## config.mk

```make
export PLATFORM = sky130hd
export DESIGN_NAME = lsu_mem_ctrl
export DESIGN_NICKNAME = d
export VERILOG_FILES = /design/src/rtl/lsu_mem_ctrl_pkg.sv /design/src/rtl/mem_lane_align.sv /design/src/rtl/lsu_mem_ctrl.sv
export SDC_FILE = /design/constraint.sdc
export NUM_CORES = 1
export LEC_CHECK = 0
export ABC_CLOCK_PERIOD_IN_PS = 7100
export BUFFER_PORTS_ARGS = -buffer_cell sky130_fd_sc_hd__buf_4
export CAP_MARGIN = 20
export CORE_UTILIZATION = 53
export CTS_CLUSTER_DIAMETER = 100
export DETAILED_ROUTE_END_ITERATION = 12
export PLACE_DENSITY = 0.86
export SLEW_MARGIN = 20
export SYNTH_ARGS = -nofsm -noshare
export SYNTH_HDL_FRONTEND = slang
export SYNTH_HIERARCHICAL = 1
export SYNTH_SLANG_ARGS = --single-unit
export TNS_END_PERCENT = 30
```

## constraint.sdc

```tcl
create_clock -name clock_in -period 7.1 [get_ports clock_in]
set_clock_uncertainty 0.2 [all_clocks]
set_input_delay 1.065 -clock clock_in [delete_from_list [all_inputs] [get_ports clock_in]]
set_output_delay 1.065 -clock clock_in [all_outputs]
set_load 0.005 [all_outputs]
```

## src/rtl/lsu_mem_ctrl_pkg.sv

```systemverilog
// Shared definitions for the data-memory controller and the load/store unit.
// Holds the opcode field positions, the size codes and the controller FSM
// state encoding, plus a helper that classifies misaligned accesses.
package lsu_mem_ctrl_pkg;

    // Opcode field positions: bit 3 store, bit 2 unsigned load, [1:0] size.
    localparam int unsigned OpStoreBit    = 3;
    localparam int unsigned OpUnsignedBit = 2;
    localparam int unsigned OpSizeLsb     = 0;

    // Size codes; 2'b00 is also treated as a word access.
    localparam logic [1:0] SizeByte = 2'b01;
    localparam logic [1:0] SizeHalf = 2'b10;
    localparam logic [1:0] SizeWord = 2'b11;

    typedef enum logic [1:0] {
        StIdle = 2'b00,
        StBus  = 2'b01,
        StDone = 2'b10
    } mem_state_e;

    // Halves need addr[0]=0, words need addr[1:0]=0, bytes are always aligned.
    function automatic logic is_misaligned(logic [1:0] size, logic [1:0] addr_lo);
        logic mis;
        case (size)
            SizeByte: mis = 1'b0;
            SizeHalf: mis = addr_lo[0];
            default:  mis = (addr_lo != 2'b00);
        endcase
        return mis;
    endfunction

endpackage

```

## src/rtl/mem_lane_align.sv

```systemverilog
// Combinational byte-lane steering for the data-memory controller.
// Ports:
//   size_i     access size code (byte/half/word; 2'b00 treated as word)
//   addr_lo_i  low two bits of the effective address
//   wdata_i    store data, right-aligned
//   rdata_i    read word from the bus
//   be_o       byte enables for the access
//   wdata_o    store data replicated across all lanes
//   rdata_o    read data shifted down to bit 0, upper bits zero
module mem_lane_align
    import lsu_mem_ctrl_pkg::*;
(
    input  logic [1:0]  size_i,
    input  logic [1:0]  addr_lo_i,
    input  logic [31:0] wdata_i,
    input  logic [31:0] rdata_i,
    output logic [3:0]  be_o,
    output logic [31:0] wdata_o,
    output logic [31:0] rdata_o
);

    logic [7:0]  rd_byte;
    logic [15:0] rd_half;

    always_comb begin
        unique case (addr_lo_i)
            2'd0:    rd_byte = rdata_i[7:0];
            2'd1:    rd_byte = rdata_i[15:8];
            2'd2:    rd_byte = rdata_i[23:16];
            default: rd_byte = rdata_i[31:24];
        endcase
        rd_half = addr_lo_i[1] ? rdata_i[31:16] : rdata_i[15:0];
    end

    always_comb begin
        be_o    = 4'b1111;
        wdata_o = wdata_i;
        rdata_o = rdata_i;
        case (size_i)
            SizeByte: begin
                be_o    = 4'b0001 << addr_lo_i;
                wdata_o = {4{wdata_i[7:0]}};
                rdata_o = {24'b0, rd_byte};
            end
            SizeHalf: begin
                be_o    = addr_lo_i[1] ? 4'b1100 : 4'b0011;
                wdata_o = {2{wdata_i[15:0]}};
                rdata_o = {16'b0, rd_half};
            end
            default: begin
                be_o    = 4'b1111;
                wdata_o = wdata_i;
                rdata_o = rdata_i;
            end
        endcase
    end

endmodule

```

## src/rtl/lsu_mem_ctrl.sv

```systemverilog
// Data-memory controller between the LSU and a single-beat req/ack data bus.
// Accepts one operation in IDLE, runs one bus transaction (or flags it as
// misaligned without touching the bus), then pulses done for one cycle.
// Ports:
//   clock_in, reset_in        clock and synchronous active-high reset
//   mem_valid_in/op/addr/data  request from the LSU (op: store, unsigned, size)
//   mem_busy_out               high whenever not idle (combinational)
//   mem_done_out + data/flags  one-cycle completion with right-aligned load data
//   bus_req/we/be/addr/wdata   registered bus request, held until ack/timeout
//   bus_ack_in, bus_rdata_in   bus acknowledge and read word
module lsu_mem_ctrl
    import lsu_mem_ctrl_pkg::*;
#(
    parameter int unsigned XLEN           = 32,
    parameter int unsigned TIMEOUT_CYCLES = 255
) (
    input  logic            clock_in,
    input  logic            reset_in,
    input  logic            mem_valid_in,
    input  logic [3:0]      mem_op_in,
    input  logic [XLEN-1:0] mem_addr_in,
    input  logic [XLEN-1:0] mem_data_in,
    output logic            mem_busy_out,
    output logic            mem_done_out,
    output logic [XLEN-1:0] mem_data_out,
    output logic            mem_misaligned_out,
    output logic            mem_timeout_out,
    output logic            bus_req_out,
    output logic            bus_we_out,
    output logic [3:0]      bus_be_out,
    output logic [XLEN-1:0] bus_addr_out,
    output logic [XLEN-1:0] bus_wdata_out,
    input  logic            bus_ack_in,
    input  logic [XLEN-1:0] bus_rdata_in
);

    localparam int unsigned CntW = (TIMEOUT_CYCLES > 2) ? $clog2(TIMEOUT_CYCLES) : 1;
    localparam logic [CntW-1:0] CntLast = CntW'(TIMEOUT_CYCLES - 1);

    mem_state_e state_q, state_d;
    logic [CntW-1:0] cnt_q, cnt_d;
    logic [1:0]      size_q, size_d;
    logic            store_q, store_d;
    logic [1:0]      addr_lo_q, addr_lo_d;

    logic            done_q, done_d;
    logic [XLEN-1:0] data_q, data_d;
    logic            mis_q, mis_d;
    logic            to_q, to_d;
    logic            req_q, req_d;
    logic            we_q, we_d;
    logic [3:0]      be_q, be_d;
    logic [XLEN-1:0] baddr_q, baddr_d;
    logic [XLEN-1:0] bwdata_q, bwdata_d;

    logic [1:0]      in_size;
    logic            in_store;
    logic [1:0]      lane_size;
    logic [1:0]      lane_addr_lo;
    logic [3:0]      lane_be;
    logic [XLEN-1:0] lane_wdata;
    logic [XLEN-1:0] lane_rdata;

    // Signedness is resolved in the LSU; the controller never looks at it.
    logic unused_op_unsigned;
    assign unused_op_unsigned = mem_op_in[OpUnsignedBit];

    assign in_size  = mem_op_in[OpSizeLsb +: 2];
    assign in_store = mem_op_in[OpStoreBit];

    // One aligner serves both directions: in IDLE it steers the incoming store
    // and enables; in BUS it uses the captured size/offset to align read data.
    assign lane_size    = (state_q == StIdle) ? in_size : size_q;
    assign lane_addr_lo = (state_q == StIdle) ? mem_addr_in[1:0] : addr_lo_q;

    mem_lane_align u_lane_align (
        .size_i    (lane_size),
        .addr_lo_i (lane_addr_lo),
        .wdata_i   (mem_data_in),
        .rdata_i   (bus_rdata_in),
        .be_o      (lane_be),
        .wdata_o   (lane_wdata),
        .rdata_o   (lane_rdata)
    );

    always_comb begin
        state_d   = state_q;
        cnt_d     = cnt_q;
        size_d    = size_q;
        store_d   = store_q;
        addr_lo_d = addr_lo_q;
        done_d    = 1'b0;
        data_d    = '0;
        mis_d     = 1'b0;
        to_d      = 1'b0;
        req_d     = 1'b0;
        we_d      = 1'b0;
        be_d      = '0;
        baddr_d   = '0;
        bwdata_d  = '0;

        unique case (state_q)
            StIdle: begin
                if (mem_valid_in) begin
                    size_d    = in_size;
                    store_d   = in_store;
                    addr_lo_d = mem_addr_in[1:0];
                    cnt_d     = '0;
                    if (is_misaligned(in_size, mem_addr_in[1:0])) begin
                        state_d = StDone;
                        done_d  = 1'b1;
                        mis_d   = 1'b1;
                    end else begin
                        state_d  = StBus;
                        req_d    = 1'b1;
                        we_d     = in_store;
                        be_d     = lane_be;
                        baddr_d  = {mem_addr_in[XLEN-1:2], 2'b00};
                        bwdata_d = lane_wdata;
                    end
                end
            end
            StBus: begin
                // Ack is checked first so an ack on the final wait cycle wins.
                if (bus_ack_in) begin
                    state_d = StDone;
                    done_d  = 1'b1;
                    data_d  = store_q ? '0 : lane_rdata;
                end else if (cnt_q == CntLast) begin
                    state_d = StDone;
                    done_d  = 1'b1;
                    to_d    = 1'b1;
                end else begin
                    cnt_d    = cnt_q + CntW'(1);
                    req_d    = 1'b1;
                    we_d     = we_q;
                    be_d     = be_q;
                    baddr_d  = baddr_q;
                    bwdata_d = bwdata_q;
                end
            end
            StDone: begin
                state_d = StIdle;
            end
            default: begin
                state_d = StIdle;
            end
        endcase
    end

    always_ff @(posedge clock_in) begin
        if (reset_in) begin
            state_q   <= StIdle;
            cnt_q     <= '0;
            size_q    <= '0;
            store_q   <= 1'b0;
            addr_lo_q <= '0;
            done_q    <= 1'b0;
            data_q    <= '0;
            mis_q     <= 1'b0;
            to_q      <= 1'b0;
            req_q     <= 1'b0;
            we_q      <= 1'b0;
            be_q      <= '0;
            baddr_q   <= '0;
            bwdata_q  <= '0;
        end else begin
            state_q   <= state_d;
            cnt_q     <= cnt_d;
            size_q    <= size_d;
            store_q   <= store_d;
            addr_lo_q <= addr_lo_d;
            done_q    <= done_d;
            data_q    <= data_d;
            mis_q     <= mis_d;
            to_q      <= to_d;
            req_q     <= req_d;
            we_q      <= we_d;
            be_q      <= be_d;
            baddr_q   <= baddr_d;
            bwdata_q  <= bwdata_d;
        end
    end

    assign mem_busy_out       = (state_q != StIdle);
    assign mem_done_out       = done_q;
    assign mem_data_out       = data_q;
    assign mem_misaligned_out = mis_q;
    assign mem_timeout_out    = to_q;
    assign bus_req_out        = req_q;
    assign bus_we_out         = we_q;
    assign bus_be_out         = be_q;
    assign bus_addr_out       = baddr_q;
    assign bus_wdata_out      = bwdata_q;

endmodule

```

## Word level (Yosys, flattened, before mapping)

Index checks and enable logic that the tools add are counted.

- Multiplexer cells: 48
- Bitwise logic cells: 3
- Equal/unequal tests: 12
- $add $sub $neg: 1
- Reductions and logical operators: 11
- Shifts and indexed selects: 1

Operator list:

| cell | count |
|---|---|
| $pmux 32 s2 | 4 |
| $mux 32 | 6 |
| $mux 8 | 3 |
| $pmux 8 s3 | 1 |
| $mux 4 | 5 |
| $mux 16 | 1 |
| $pmux 4 s2 | 2 |
| $pmux 8 s2 | 1 |
| $mux 1 | 14 |
| $mux 2 | 6 |
| $add 8x1->8 const B | 1 |
| $eq 2x1->1 const B | 4 |
| $eq 8x8->1 const B | 1 |
| $pmux 1 s2 | 4 |
| $eq 2x2->1 const B | 3 |
| $ne 2x2->1 const B | 3 |
| $reduce_bool 2->1 | 3 |
| $logic_not 2->1 | 2 |
| $pmux 2 s2 | 1 |
| $reduce_and 2->1 | 2 |
| $reduce_and 4->1 | 1 |
| $reduce_or 4->1 | 1 |
| $shl 1x2->4 const A | 1 |
| $ne 3x3->1 const B | 1 |
| 3 further kinds | 5 |

- Bits of input ports: 104
- Output and inout port bits: 106
- Register bits after elaboration: 120
- Word-level logic and storage cells: 90

## Depth between registers and ports, before layout

- Word-level depth: 7
- Mapped depth: 13
- Gate-level depth less buffers: 11

## Cells and area by module

The synthesis kept the hierarchy.

By module, submodules not included:

| module | times used | seq. area each (um^2) | cells each | area each (um^2) |
|---|---|---|---|---|
| lsu_mem_ctrl | 1 | 2362.3 | 471 | 4155.2 |
| mem_lane_align | 1 | 0.0 | 178 | 1255.0 |

## Least setup slack after synthesis

OpenSTA, ideal clock, no wires.

- Path type: input -> register
- From: input mem_op_in[0]
- To: register data_q[0] (netlist: mem_data_out[0])
- Stages on the path: 10
- Arrival: 2.600 ns
- Buffers on the path: 2
- Setup slack: 4.185 ns
- Required time: 6.785 ns
- Library setup time: 0.115 ns
- Cell sequence: inv_1 > o21ai_0 > inv_1 > ha_1 > buf_6 > and3b_1 > buf_6 > a22o_1 > a221o_1 > and2_1

- Cells in the longest elaborated chain, start to end: 3
- Elaborated cells between the ends (all ways): 4
- Classes of those cells: eq/ne (2); mux (2)

RTL lines:

| element | line | source |
|---|---|---|
| start: declaration | lsu_mem_ctrl.sv:20 | `input logic [3:0] mem_op_in,` |
| $mux 2 * | lsu_mem_ctrl.sv:73 | `assign lane_size = (state_q == StIdle) ? in_size : size_q;` |
| via lane_size[0] | lsu_mem_ctrl.sv:58 | `logic [1:0] lane_size;` |
| $eq 2x2->1 or $eq 2x1->1 (tied branches) | mem_lane_align.sv:39 | `case (size_i)` |
| $pmux 32 s2 * | mem_lane_align.sv:39 |  |
| via lane_rdata[0] | lsu_mem_ctrl.sv:62 | `logic [XLEN-1:0] lane_rdata;` |
| end signal: assignment | lsu_mem_ctrl.sv:174 | `data_q <= data_d;` |
| end: declaration | lsu_mem_ctrl.sv:47 | `logic [XLEN-1:0] data_q, data_d;` |

Mark *: on every way through the listed nets, which the timed path passes. The rest lies on a longest branch.
A chain may end at the register's enable or synchronous reset.

## Worst setup path after layout

- From: register state_q[0]
- To: register data_q[5] (netlist: mem_data_out[5])

- Elaborated cells between the ends (all ways): 14
- Classes of those cells: eq/ne (5); mux (5); bitwise (1); reduce/logical (3)

RTL lines:

| element | line | source |
|---|---|---|
| start: declaration | lsu_mem_ctrl.sv:40 | `mem_state_e state_q, state_d;` |
| start signal: assignment | lsu_mem_ctrl.sv:153 | `state_q <= StIdle;` |
| start signal: assignment | lsu_mem_ctrl.sv:168 | `state_q <= state_d;` |
| $logic_not 2->1 * | lsu_mem_ctrl.sv:73 |  |
| $mux 2 * | lsu_mem_ctrl.sv:73 |  |
| via lane_size[0] | lsu_mem_ctrl.sv:58 |  |
| $eq 2x2->1 or $eq 2x1->1 (tied branches) | mem_lane_align.sv:39 |  |
| $pmux 32 s2 * | mem_lane_align.sv:39 |  |
| via lane_rdata[5] | lsu_mem_ctrl.sv:62 |  |

Marked as above.

==> run_results.csv <==
group,metric,value,unit
run_status,outcome,"completed",
finish,fin_area,7490,sq um
route,drcViolationCount,0,
setup_path,path_max_fanout,73,
synth,synth_area_leader_cell,"dfxtp_1",
run,max_cap_violations,0,
floorplanning,initial_core_util,55.1,%
grt,grt_overflow,0,
clock_tree,cts_made_buffers,17,
synth,yosys.cell_types.count,52,
finish,nFillCells,687,
setup_path,crit_slowest_cell,"buf_4",
timing,max_slew_margin,47.7,%
setup_path,r2r_setup_slack,3610,ps
setup_path,cp-start-kind,"flip-flop",
clock_tree,holdBufCountCts,0,
route,wl_met2,8050,um
floorplanning,fp.dieH,103,um
route,wl_per_cell,16.3,um
route,dr_wl_met3,1040,um
synth,synth_warnings,6,
setup_path,r2r_cells,10,
setup_path,r2r_end,"mem_data_out[5]$_SDFF_PP0_",
placed_design,place_hpwl,10300,um
hold_path,holdPathEnd,"bus_addr_out[7]$_SDFFE_PP0P_",
synth,synth_top_cell_area_share,43.7,%
route,dr.pass1.iters,5,
timing,period_needed,3490,ps
setup_path,crit_buf_inv,3,
clock_tree,cts_max_level,4,
clock_tree,path_clk_slew,60,ps
setup_path,critPathTopFamily,"compound AO/OA/AOI/OAI gates",
clock_tree,cts_root_buffer,"clkbuf_8",
setup_path,critPathLaunch,"state_q[0]$_SDFFE_PP0P_",
timing,hold_viol_final,0,
setup_path,setup.worst_path.class,"flip-flop to flip-flop",
setup_path,reg2reg_from,"state_q[0]$_SDFFE_PP0P_",
setup_path,arrival,3690,ps
finish,utilization,76.3,%
timing,finalSetupViolations,0,
finish,nets,928,
floorplanning,num_rows,36,
route,wl_met1,6170,um
clock_tree,cts_buffer_depth,2,
finish,multiInputGateArea,2670,sq um
synth,yosys_register_bits,118,
floorplanning,fp.dieW,103,um
setup_path,critPathMostFrequentCell,"inv_1",
grt,grt_pass1_vias,4810,
setup_path,required,7300,ps
floorplanning,core-area,9820,sq um
placed_design,place_area,6830,sq um
clock_tree,clkLatencyLatePin,520,ps
hold_path,holdCritStartpoint,"bus_addr_out[7]$_SDFFE_PP0P_",
clock_tree,cts_resized,0,
synth,syn-cell-area,5410,sq um
clock_tree,cts_setup_buffers,0,
synth,seq_area_frac_synth,43.7,%
placed_design,place.gp.congestion,0.836,
synth,postSynthCellCount,649,
setup_path,max_stage_delay,530,ps
route,vias,5375,
route,via_per_inst,5.58,
grt,grt_start_max_net_pins,78,
hold_path,worstHoldPathType,"flip-flop to flip-flop",
route,initialDrtViolationCount,285,
finish,layout-drive-gt1-share,32.4,%
power,vdd_ir_drop_max,159,uV
floorplanning,io_pins,210,
synth,synth_ff_type,"dfxtp_1",
timing,worst_pin_slew,783,ps
setup_path,path_cells,"nor2_1 -> inv_1 -> o21ai_0 -> inv_1 -> ha_2 -> buf_4 -> nor2b_1 -> a22o_1 -> a221o_1 -> and2_1",
timing,rsz0062_at_grt,"false",
synth,async_flop_share,0,%
clock_tree,numClockSinks,118,
grt,antenna_found_initial,0,
finish,regArea,2360,sq um
placed_design,numPortBuffers,206,
route,routed.top_layer,"met4",
setup_path,endpoint_kind,"flip-flop",
power,power_density,270,nW/um^2
timing,setup-tns-final,0,ps
timing,post-route-period-util,49.1,%
route,routed_wirelength,15700,um
grt,grt_first_pass_wirelength,23500,um
synth,avgSynthCellArea,8.34,sq um
clock_tree,cts_tree,"built",
timing,fmax,0.287,GHz
hold_path,min_path_cells,2,
synth,synth_edf_count,0,
finish,area_growth,38.4,%
route,ant_nets,0,
floorplanning,die_area,10600,sq um
synth,synth.area.top_cells,"dfxtp_1, nand2_1, a22o_1",
timing,drv_slew,0,
power,power,2.02,mW
grt,grt_use_total,28.9,%
power,p_leak,3.46,nW
finish,diodes,0,
==> stage by stage <==
step	setup WS (ps)	hold WS (ps)	std cells
global placement	3460	238	932
CTS	3660	253	963
floorplan	4190	234	650
finish	3610	253	964
global route	3440	272	964
detailed placement	3400	246	932
==> worst reg2reg max path: cells and delay by family (launching register included) <==
family                     cells  cell delay, ps
DFF                            1             360
and+or+nand+nor                3             880
buffers and inverters          3             760
adders and majority gates      1             330
AOI/OAI and AO/OA              3             850
==> logic make-up (layout without fill, tap and decap cells) <==
family	Yosys count	after routing	share of synthesized area [%]
buffers and inverters	75	256	7.45
AND/OR/NAND/NOR	258	258	22.1
AO/OA/AOI/OAI	181	181	22.8
adder cells (fa/ha/maj)	5	5	1.16
other	1	2	0.0693
multiplexers	11	11	2.78
flip-flops	118	118	43.7
==> cells in the final DEF, fill, tap and decap left out, types with 2 or more instances in the layout <==
cell type and n:
or3_1 2, conb_1 2, a41oi_1 2, ha_1 4, dfxtp_1 118, o211ai_1 3, nand2_1 173, a32oi_1 2
a31o_2 2, inv_1 12, or2_1 2, bufinv_16 6, mux2_2 3, o21ai_0 6, clkbuf_1 3, clkinv_2 2
nor3_1 2, a21o_1 3, mux2_4 7, a21oi_1 70, nand2b_1 3, clkbuf_16 16, nor2b_1 4, o21a_1 2
a21oi_2 8, buf_4 212, nor2_1 5, or4_1 2, o21ai_1 14, a22oi_1 8, a22o_1 44, clkbuf_8 3
and2_1 50, nand3_1 6, nor4_1 2, o2111ai_1 2, a221o_1 7
==> per-layer routing <==
| layer | GRT usage, % | vias up |
|---|---|---|
| met3 | 7.53 | 40 |
| met2 | 48.5 | 248 |
| met1 | 34.7 | 2543 |
| met5 | 0 | - |
| met4 | 13.5 | 0 |
| li1 | - | 2544 |
==> power by group <==
group	leakage [nW]	internal (mW)	total, mW	switching, mW
logic	2.19	0.172	0.371	0.200
registers	0.957	0.689	0.704	0.0143
clock network	0.315	0.656	0.946	0.290
total	3.46	1.52	2.02	0.504
==> state kept, by name, summed over array words and instances, names as in the netlist <==
| register | count |
|---|---|
| addr_lo_q | 2 |
| bus_addr_out | 30 |
| bus_be_out | 4 |
| bus_req_out | 1 |
| bus_wdata_out | 32 |
| bus_we_out | 1 |
| cnt_q | 8 |
| mem_data_out | 32 |
| mem_done_out | 1 |
| mem_misaligned_out | 1 |
| mem_timeout_out | 1 |
| size_q | 2 |
| state_q | 2 |
| store_q | 1 |
==> synth_stat cells, types with 2 or more instances <==
cell type	instances
nand2_1	173
dfxtp_1	118
a21oi_1	70
and2_1	50
a22o_1	44
clkbuf_1	22
buf_2	16
o21ai_1	14
inv_1	12
buf_4	11
a21oi_2	8
a22oi_1	8
buf_6	8
a221o_1	7
mux2_4	7
nand3_1	6
o21ai_0	6
buf_1	5
ha_1	5
nor2_1	5
a21o_1	4
nor2b_1	4
mux2_2	3
nand2b_1	3
o211ai_1	3
a31o_2	2
a32oi_1	2
a41oi_1	2
nor3_1	2
nor4_1	2
o2111ai_1	2
o21a_1	2
or2_1	2
or3_1	2
or4_1	2
==> worst max path at each step <==
stage	endpoint	cells after the start
2_1_floorplan	mem_data_out[0]$_SDFF_PP0_	10
3_3_place_gp	mem_data_out[7]$_SDFF_PP0_	10
3_5_place_dp	mem_data_out[7]$_SDFF_PP0_	10
4_1_cts	mem_data_out[5]$_SDFF_PP0_	10
5_1_grt	mem_data_out[7]$_SDFF_PP0_	10
6_report	mem_data_out[5]$_SDFF_PP0_	10
==> layout make-up <==
| type | instances | area share (%) |
|---|---|---|
| repair buffers | 212 | 21.2 |
| multi-input cells | 457 | 35.6 |
| clock inverters | 9 | 2.64 |
| well taps | 133 | 2.22 |
| flip-flops and latches | 118 | 31.5 |
| inverters | 13 | 0.652 |
| clock buffers | 22 | 6.05 |
(Power assumes the default switching activity.)
